--- src/rtl/rx_dllp_pkg.sv ---
// Shared DLLP type codes, CRC constants and the 32-bit CRC-16 helper for the
// RX-side DLLP transmit queue.
package rx_dllp_pkg;

  localparam logic [7:0]  DLLP_ACK = 8'h00;
  localparam logic [7:0]  DLLP_NAK = 8'h10;
  localparam logic [15:0] CRC_POLY = 16'h100B;
  localparam logic [15:0] CRC_SEED = 16'hFFFF;

  typedef struct packed {
    logic [7:0]  dtype;
    logic [11:0] rsvd;
    logic [11:0] seq;
  } dllp_t;

  // Bit-serial CRC unrolled over the word, MSB first, inverted result
  function automatic logic [15:0] crc16_dllp(input logic [31:0] d);
    logic [15:0] c;
    logic        fb;
    c = CRC_SEED;
    for (int i = 31; i >= 0; i--) begin
      fb = c[15] ^ d[i];
      c  = {c[14:0], 1'b0};
      if (fb) c = c ^ CRC_POLY;
    end
    return ~c;
  endfunction

endpackage

--- src/rtl/dllp_crc16.sv ---
// Combinational CRC-16 over one 32-bit DLLP body.
module dllp_crc16
  import rx_dllp_pkg::*;
(
  input  logic [31:0] data_i,
  output logic [15:0] crc_o
);

  assign crc_o = crc16_dllp(data_i);

endmodule

--- src/rtl/rx_dllp_tx_queue.sv ---
// Circular DLLP queue between RX data link layer and the link transmitter;
// back-to-back ACKs collapse into the tail entry so only the newest sequence goes out.
module rx_dllp_tx_queue
  import rx_dllp_pkg::*;
#(
  parameter int DEPTH = 4
) (
  input  logic                       clk,
  input  logic                       reset,
  input  logic [31:0]                dllp_i,
  input  logic                       dllp_valid_i,
  output logic                       dllp_ready_o,
  output logic [47:0]                frame_o,
  output logic                       frame_valid_o,
  input  logic                       frame_ready_i,
  output logic [15:0]                coalesce_cnt_o,
  output logic [$clog2(DEPTH):0]     level_o
);

  localparam int AW = $clog2(DEPTH);
  localparam int LW = AW + 1;

  logic [31:0]   mem [DEPTH];
  logic [AW-1:0] rd_ptr, wr_ptr, tail_ptr;
  logic [LW-1:0] level;
  logic [15:0]   cnt;
  logic [31:0]   head;
  logic [15:0]   crc;
  dllp_t         in_d, tail_d;
  logic          push_fire, pop_fire, coalesce, push;

  assign tail_ptr = wr_ptr - 1'b1;
  assign in_d     = dllp_t'(dllp_i);
  assign tail_d   = dllp_t'(mem[tail_ptr]);
  assign head     = mem[rd_ptr];

  // Ready depends only on registered level, never on frame_ready_i
  assign dllp_ready_o  = level < LW'(DEPTH);
  assign frame_valid_o = level != '0;
  assign push_fire     = dllp_valid_i && dllp_ready_o;
  assign pop_fire      = frame_valid_o && frame_ready_i;

  // A lone tail that is leaving this cycle cannot absorb the new ACK
  assign coalesce = push_fire && (in_d.dtype == DLLP_ACK) && (level != '0) &&
                    (tail_d.dtype == DLLP_ACK) && !(pop_fire && level == LW'(1));
  assign push     = push_fire && !coalesce;

  always_ff @(posedge clk or posedge reset) begin
    if (reset) begin
      rd_ptr <= '0;
      wr_ptr <= '0;
      level  <= '0;
      cnt    <= '0;
    end else begin
      if (push)     wr_ptr <= wr_ptr + 1'b1;
      if (pop_fire) rd_ptr <= rd_ptr + 1'b1;
      case ({push, pop_fire})
        2'b10:   level <= level + 1'b1;
        2'b01:   level <= level - 1'b1;
        default: level <= level;
      endcase
      if (coalesce && cnt != 16'hFFFF) cnt <= cnt + 1'b1;
    end
  end

  // Storage is left unreset; every read is qualified by level
  always_ff @(posedge clk) begin
    if (push)          mem[wr_ptr]        <= dllp_i;
    else if (coalesce) mem[tail_ptr][11:0] <= dllp_i[11:0];
  end

  dllp_crc16 u_crc (
    .data_i (head),
    .crc_o  (crc)
  );

  assign frame_o        = frame_valid_o ? {head, crc} : 48'h0;
  assign coalesce_cnt_o = cnt;
  assign level_o        = level;

endmodule
--- config.mk ---
export PLATFORM = sky130hd
export DESIGN_NAME = rx_dllp_tx_queue
export DESIGN_NICKNAME = d
export VERILOG_FILES = /design/src/rtl/rx_dllp_pkg.sv /design/src/rtl/dllp_crc16.sv /design/src/rtl/rx_dllp_tx_queue.sv
export SDC_FILE = /design/constraint.sdc
export NUM_CORES = 1
export LEC_CHECK = 0
export CORE_ASPECT_RATIO = 0.6
export CORE_MARGIN = 3
export CORE_UTILIZATION = 40
export CTS_CLUSTER_SIZE = 20
export DETAILED_ROUTE_END_ITERATION = 7
export PLACE_DENSITY_LB_ADDON = 0.15
export SYNTH_ARGS = -nofsm -noshare
export SYNTH_HDL_FRONTEND = slang
export SYNTH_SLANG_ARGS = --single-unit
--- constraint.sdc ---
create_clock -name clk -period 5.1 [get_ports clk]
set_clock_uncertainty 0.1 [all_clocks]
set_input_delay 1.02 -clock clk [delete_from_list [all_inputs] [get_ports clk]]
set_output_delay 1.02 -clock clk [all_outputs]
set_load 0.05 [all_outputs]
# Word level (Yosys, flattened, before mapping)
# Memory sizes are Yosys's and may differ from the RTL's.
# Index checks and enable logic that the tools add are counted.
[op_classes] n_addsub=6 multipliers=0 n_div=0 magnitude_cmp=1 n_eq_ne=4 n_shift=0 mux=42 bitwise_logic=63 n_reduce_logical=16
[ops] operator="13-bit two-way mux" n=32
[ops] operator="4-bit NOT" n=31
[ops] operator="48-bit two-way mux" n=1
[ops] operator="32-bit two-way mux" n=1
[ops] operator="32-bit OR reduction" n=1
[ops] operator="1-bit XOR" n=28
[ops] operator="16-bit by 1-bit adder with 16-bit output (second input constant)" n=1
[ops] operator="8-bit zero test" n=2
[ops] operator="16-bit != test (second input constant)" n=1
[ops] operator="16-bit NOT" n=1
[ops] operator="1-bit logical AND" n=9
[ops] operator="3-bit one-hot mux with 2 select lines" n=1
[ops] operator="1-bit two-way mux" n=5
[ops] operator="2-bit by 1-bit adder with 2-bit output (second input constant)" n=2
[ops] operator="2-bit two-way mux" n=2
[ops] operator="3-bit by 1-bit adder with 3-bit output (second input constant)" n=1
[ops] operator="3-bit by 1-bit == test with 1-bit output (second input constant)" n=1
[ops] operator="3-bit < comparator (second input constant)" n=1
[ops] operator="3-bit nonzero test" n=1
[ops] operator="3-bit by 1-bit subtractor with 3-bit output (second input constant)" n=1
[ops] operator="1-bit XOR (first input constant)" n=3
[ops] operator="2-bit by 1-bit == test with 1-bit output (second input constant)" n=1
[ops] operator="2-bit == test (second input constant)" n=1
[ops] operator="1-bit zero test" n=2
[ops] operator="other kinds (2)" n=2
[totals] reg_bits=23 latchBits=0 mem_bits_rw=128 rom_bits=0 in_bits=36 elab_cells=137 memories=1
[mem_list] memory="mem" words=4 width=32 rd=2 rd_clocked_by_memory_dff=0 write_ports=1 line_no="rx_dllp_tx_queue.sv:23" rtl="logic [31:0] mem [DEPTH];"

# Logic depth before layout (Yosys ltp)
# Gate-level depths: netlist (run 1).
# An unclocked memory read counts as a cell.
[depth] word_depth=66 depth_mapped=11 ltp_nobuf=10

# By module
# Synthesis (run 1) repeated with hierarchy kept, for this count alone.
[unflattened] hier_cells=469 area_unflattened_um2=7704.9
[by_module_without_submodules] mod="rx_dllp_tx_queue" instances=1 cells_each=365 area_each_um2=6465.0 seq_area_each_um2=4419.2
[by_module_without_submodules] mod="dllp_crc16" instances=1 cells_each=104 area_each_um2=1239.9 seq_area_each_um2=0.0

# Least setup slack after synthesis (run 1)
# Ideal clock, no wire load.
[synth_timing] path_type="register -> output" startpoint="reg rd_ptr[0]" endpoint="out frame_o[5]" arrival_ps=4081 t_required_ps=3980 setup_slack_ps=-101 path_stages_with_launch=10 path_buffers=1 cell_sequence="dfrtp_1 -> buf_6 -> mux4_1 -> xnor3_2 -> xnor3_2 -> xnor3_2 -> xnor3_2 -> xnor2_4 -> xnor3_1 -> nor2_1"
[synth_via] elab_chain_len=35 word_cells_on_any_way=86 cone_classes="33 x mux; 52 x bitwise; 1 x memory"
[synth_lines] element="start, declared" line_no="rx_dllp_tx_queue.sv:24" rtl="logic [AW-1:0] rd_ptr, wr_ptr, tail_ptr;"
[synth_lines] element="start signal, assigned" line_no="rx_dllp_tx_queue.sv:56" rtl="if (pop_fire) rd_ptr <= rd_ptr + 1'b1;"
[synth_lines] element="memory read 4 x 32 bit (*)"
[synth_lines] element="13-bit two-way mux" line_no="rx_dllp_pkg.sv:24" rtl="if (fb) c = c ^ CRC_POLY;"
[synth_lines] element="13-bit two-way mux / 4-bit NOT (equally long branches)"
[synth_lines] element="13-bit two-way mux (2 in a row)" line_no="rx_dllp_pkg.sv:24"
[synth_lines] element="13-bit two-way mux / 4-bit NOT (equally long branches)"
[synth_lines] element="13-bit two-way mux (4 in a row)" line_no="rx_dllp_pkg.sv:24"
[synth_lines] element="4-bit NOT (no source line) / 13-bit two-way mux (equally long branches)"
[synth_lines] element="13-bit two-way mux" line_no="rx_dllp_pkg.sv:24"
[synth_lines] element="(+13 left out)"
[synth_lines] element="13-bit two-way mux" line_no="rx_dllp_pkg.sv:24"
[synth_lines] element="4-bit NOT (no source line) / 13-bit two-way mux (equally long branches)"
[synth_lines] element="13-bit two-way mux / 4-bit NOT (equally long branches)"
[synth_lines] element="13-bit two-way mux" line_no="rx_dllp_pkg.sv:24"
[synth_lines] element="4-bit NOT (no source line) / 1-bit XOR (equally long branches)"
[synth_lines] element="13-bit two-way mux (*) (3 in a row)" line_no="rx_dllp_pkg.sv:24"
[synth_lines] element="16-bit NOT (*)" line_no="rx_dllp_pkg.sv:26" rtl="return ~c;"
[synth_lines] element="48-bit two-way mux (*)" line_no="rx_dllp_tx_queue.sv:77" rtl="assign frame_o = frame_valid_o ? {head, crc} : 48'h0;"
[synth_lines] element="end, declared" line_no="rx_dllp_tx_queue.sv:13" rtl="output logic [47:0] frame_o,"
# Every way passes the cells marked *; elsewhere a longest branch is shown, timed or not.

# Final worst setup path (run 1)
# Ends and elaborated chain as after synthesis.

==> impl_metrics.tcl, run 1 <==
set metrics [dict create \
    status "finished with violations" \
    violations "setup timing" \
    setup_viol 2 \
    grt_max_degree 41 \
    via_per_inst 5.02 \
    syn_area_mm2 0.00743 \
    post_route_cells_drive_above_1_share_pct 33.2 \
    yosys-top-cells-count "edfxtp_1 (128), xnor2_1 (68), nor2b_1 (35)" \
    drc 0 \
    grt_pass1_vias 4500 \
    relSlewSlack_pct 34.1 \
    cp_max_fo 6 \
    synth_top_cells_by_area "edfxtp_1 (52%), mux4_2 (8.8%), xnor2_1 (8.0%), dfrtp_1 (7.7%), xnor3_1 (5.5%)" \
    yosysTopAreaCell "edfxtp_1" \
    grt_usage_pct 18.1 \
    portBuffers 104 \
    crit_type "flop to primary output" \
    yosysTopAreaCellShare_pct 51.7 \
    synthArstFlopShare_pct 15.2 \
    cap_violations 0 \
    first_iter_violations 328 \
    finalMaxSlewViolations 0 \
    fmax_mhz 194 \
    yosysUniqueCellTypes 35 \
    htreeDepth 4 \
    critical-path-max-stage-delay_ps 520 \
    rrSetupSlack_ps 1570 \
    cp.required_ps 3980 \
    grt_setup_unrepaired "true" \
    cts_tree "built" \
    cp_cell_sequence "buf_12 > mux4_2 > xnor3_1 > xnor3_2 > xnor3_2 > xnor3_2 > xnor2_4 > xnor3_1 > nor2_2 > buf_12" \
    fin_crit_ps 5170 \
    synth_nets 493 \
    clk_pin_slew_worst_paths_ps 70 \
    dpl.cell_count 801 \
    num_antenna_cells 0 \
    io_pins 105 \
    cp-start-kind "flop" \
    endpoint_kind "primary output" \
    tightest_slew_ps 986 \
    cts_buffers 17 \
    min_from "coalesce_cnt_o[9]" \
    reg2reg_to "coalesce_cnt_o[15]" \
    instances_no_fill 896 \
    hold_depth 1 \
    place_ws_ps 62.6 \
    cts.sinks 151 \
    fin_ws_ps -65.4 \
    die_h_um 112 \
    finish.utilization_pct 59.5 \
    drt-total-wl_um 18500 \
    die-area_mm2 0.0203 \
    drtPass1Iterations 4 \
    grt_pass1_wl_um 27600 \
    hold_end "coalesce_cnt_o[9]" \
    vias 4494 \
    die_w_um 182 \
    synth_seq_cells 151 \
    route.antenna.remaining_nets 0 \
    wl_per_cell_um 20.6 \
    fin_nets 691 \
    clock_latency_ps 420 \
    slowest_stage "mux4_2" \
    fp.coreArea_mm2 0.0176 \
    synth.most_common_cell "edfxtp_1" \
    synth_edf_count 128 \
    syn_inst 451 \
    ys_dominant_reg_cell "edfxtp_1" \
    grt_antenna_before_repair 0 \
    gp_congestion 0.831 \
    row_count 37 \
    seq_area_frac_synth_pct 59.5 \
    place_hpwl_um 12800 \
    reg2reg_from "mem[0][24]" \
    cts_buffer_depth 2 \
    gr-total-overflow 0 \
    hold_viol_final 0 \
    crit_start "rd_ptr[0]" \
    root_buffer "clkbuf_16" \
    initial_core_util_pct 42.1 \
    holdCritPathClass "flop to flop" \
    worstPathArrival_ps 4050 \
    synth_area_per_cell_um2 16.5 \
    worstRegToRegCells 8 \
    post-route-period-util_pct 101 \
    yosys_warnings 0 \
    crit_top_cell "xnor3_2" \
    syn_to_final_growth_pct 41.2 \
]
state kept, by name (all words and copies together) (netlist names):
name and count:
mem 128, coalesce_cnt_o 16, level_o 3, rd_ptr 2, wr_ptr 2
cells in the final DEF, fill, tap and decap left out, types with 18 or more instances in the layout:
| cell type | n |
|---|---|
| buf_12 | 19 |
| nor2_1 | 22 |
| dfrtp_1 | 21 |
| clkdlybuf4s50_1 | 88 |
| xor2_1 | 18 |
| clkbuf_16 | 18 |
| buf_4 | 83 |
| nor2b_1 | 34 |
| mux4_2 | 33 |
| edfxtp_1 | 128 |
| xnor2_1 | 51 |
area by class of cell:
cell class,count,area [µm²]
fillers,1283,7150
flip-flops and latches,151,4420
multi-input cells,278,3190
repair buffers,193,1930
clock buffers,17,425
well taps,234,293
clock inverters,15,199
inverters,8,30.0
worst max path at each step:
stage | slack, ps | endpoint | depth (start not counted)
finish | -70 | frame_o[5] | 10
global route | -170 | frame_o[5] | 10
CTS | 10 | frame_o[5] | 11
detailed placement | 60 | frame_o[5] | 11
global placement | 170 | frame_o[5] | 11
floorplan | 90 | frame_o[0] | 10
kinds of logic after synthesis:
logic type | Yosys count | synth area share (%)
flip-flops | 151 | 59.5
XOR/XNOR | 118 | 19.0
AND/OR/NAND/NOR | 113 | 7.87
multiplexers | 35 | 10.5
buffers and inverters | 22 | 1.58
AO/OA/AOI/OAI | 6 | 0.539
adder cells (fa/ha/maj) | 6 | 1.01
per-stage QoR:
stage               area, µm²  hold slack (ps)  setup TNS [ps]
floorplan                7440              426               0
global placement         9070              381               0
detailed placement       9070              391               0
CTS                      9930              405               0
global route            10500              429            -823
finish                  10500              402           -94.2
repair_timing:
action,4_1_cts,5_1_grt
hold endpoints to repair,0,0
setup buffers,13,50
hold buffers,0,0
resized for setup,24,29
pin swaps,8,27
setup endpoints to repair,13,10
layer usage:
metal | track usage, % | up-vias | wire (µm)
met3 | 4.77 | 9 | 1370
met1 | 28.2 | 2258 | 8900
met4 | 3.75 | 0 | 70
met5 | 0 | - | 0
met2 | 25.8 | 159 | 8150
li1 | - | 2068 | -
critical path, delay by kind of cell, from the launching register on:
family / cells / cell delay, ps
buffers and inverters: 2 / 280
multiplexers: 1 / 520
AND/OR/NAND/NOR: 1 / 170
XOR/XNOR: 6 / 2220
flip-flops: 1 / 430
Power of run 1 is left out: the tool's default activity adds up to more than one toggle a clock period on the data nets, which glitch-free logic cannot reach.
==> inputs of run 2 (changes only) <==
- SLEW_MARGIN: default -> 20
==> results of run 2 <==
The final DEF is identical to that of run 1; final timing and power are the same.
Power of run 2 is left out for the same reason.
==> inputs of run 3 (changes only) <==
- GPL_TIMING_DRIVEN: default -> 1
==> results of run 3 <==
The final DEF is identical to that of run 1; final timing and power are the same.
Power of run 3 is left out for the same reason.
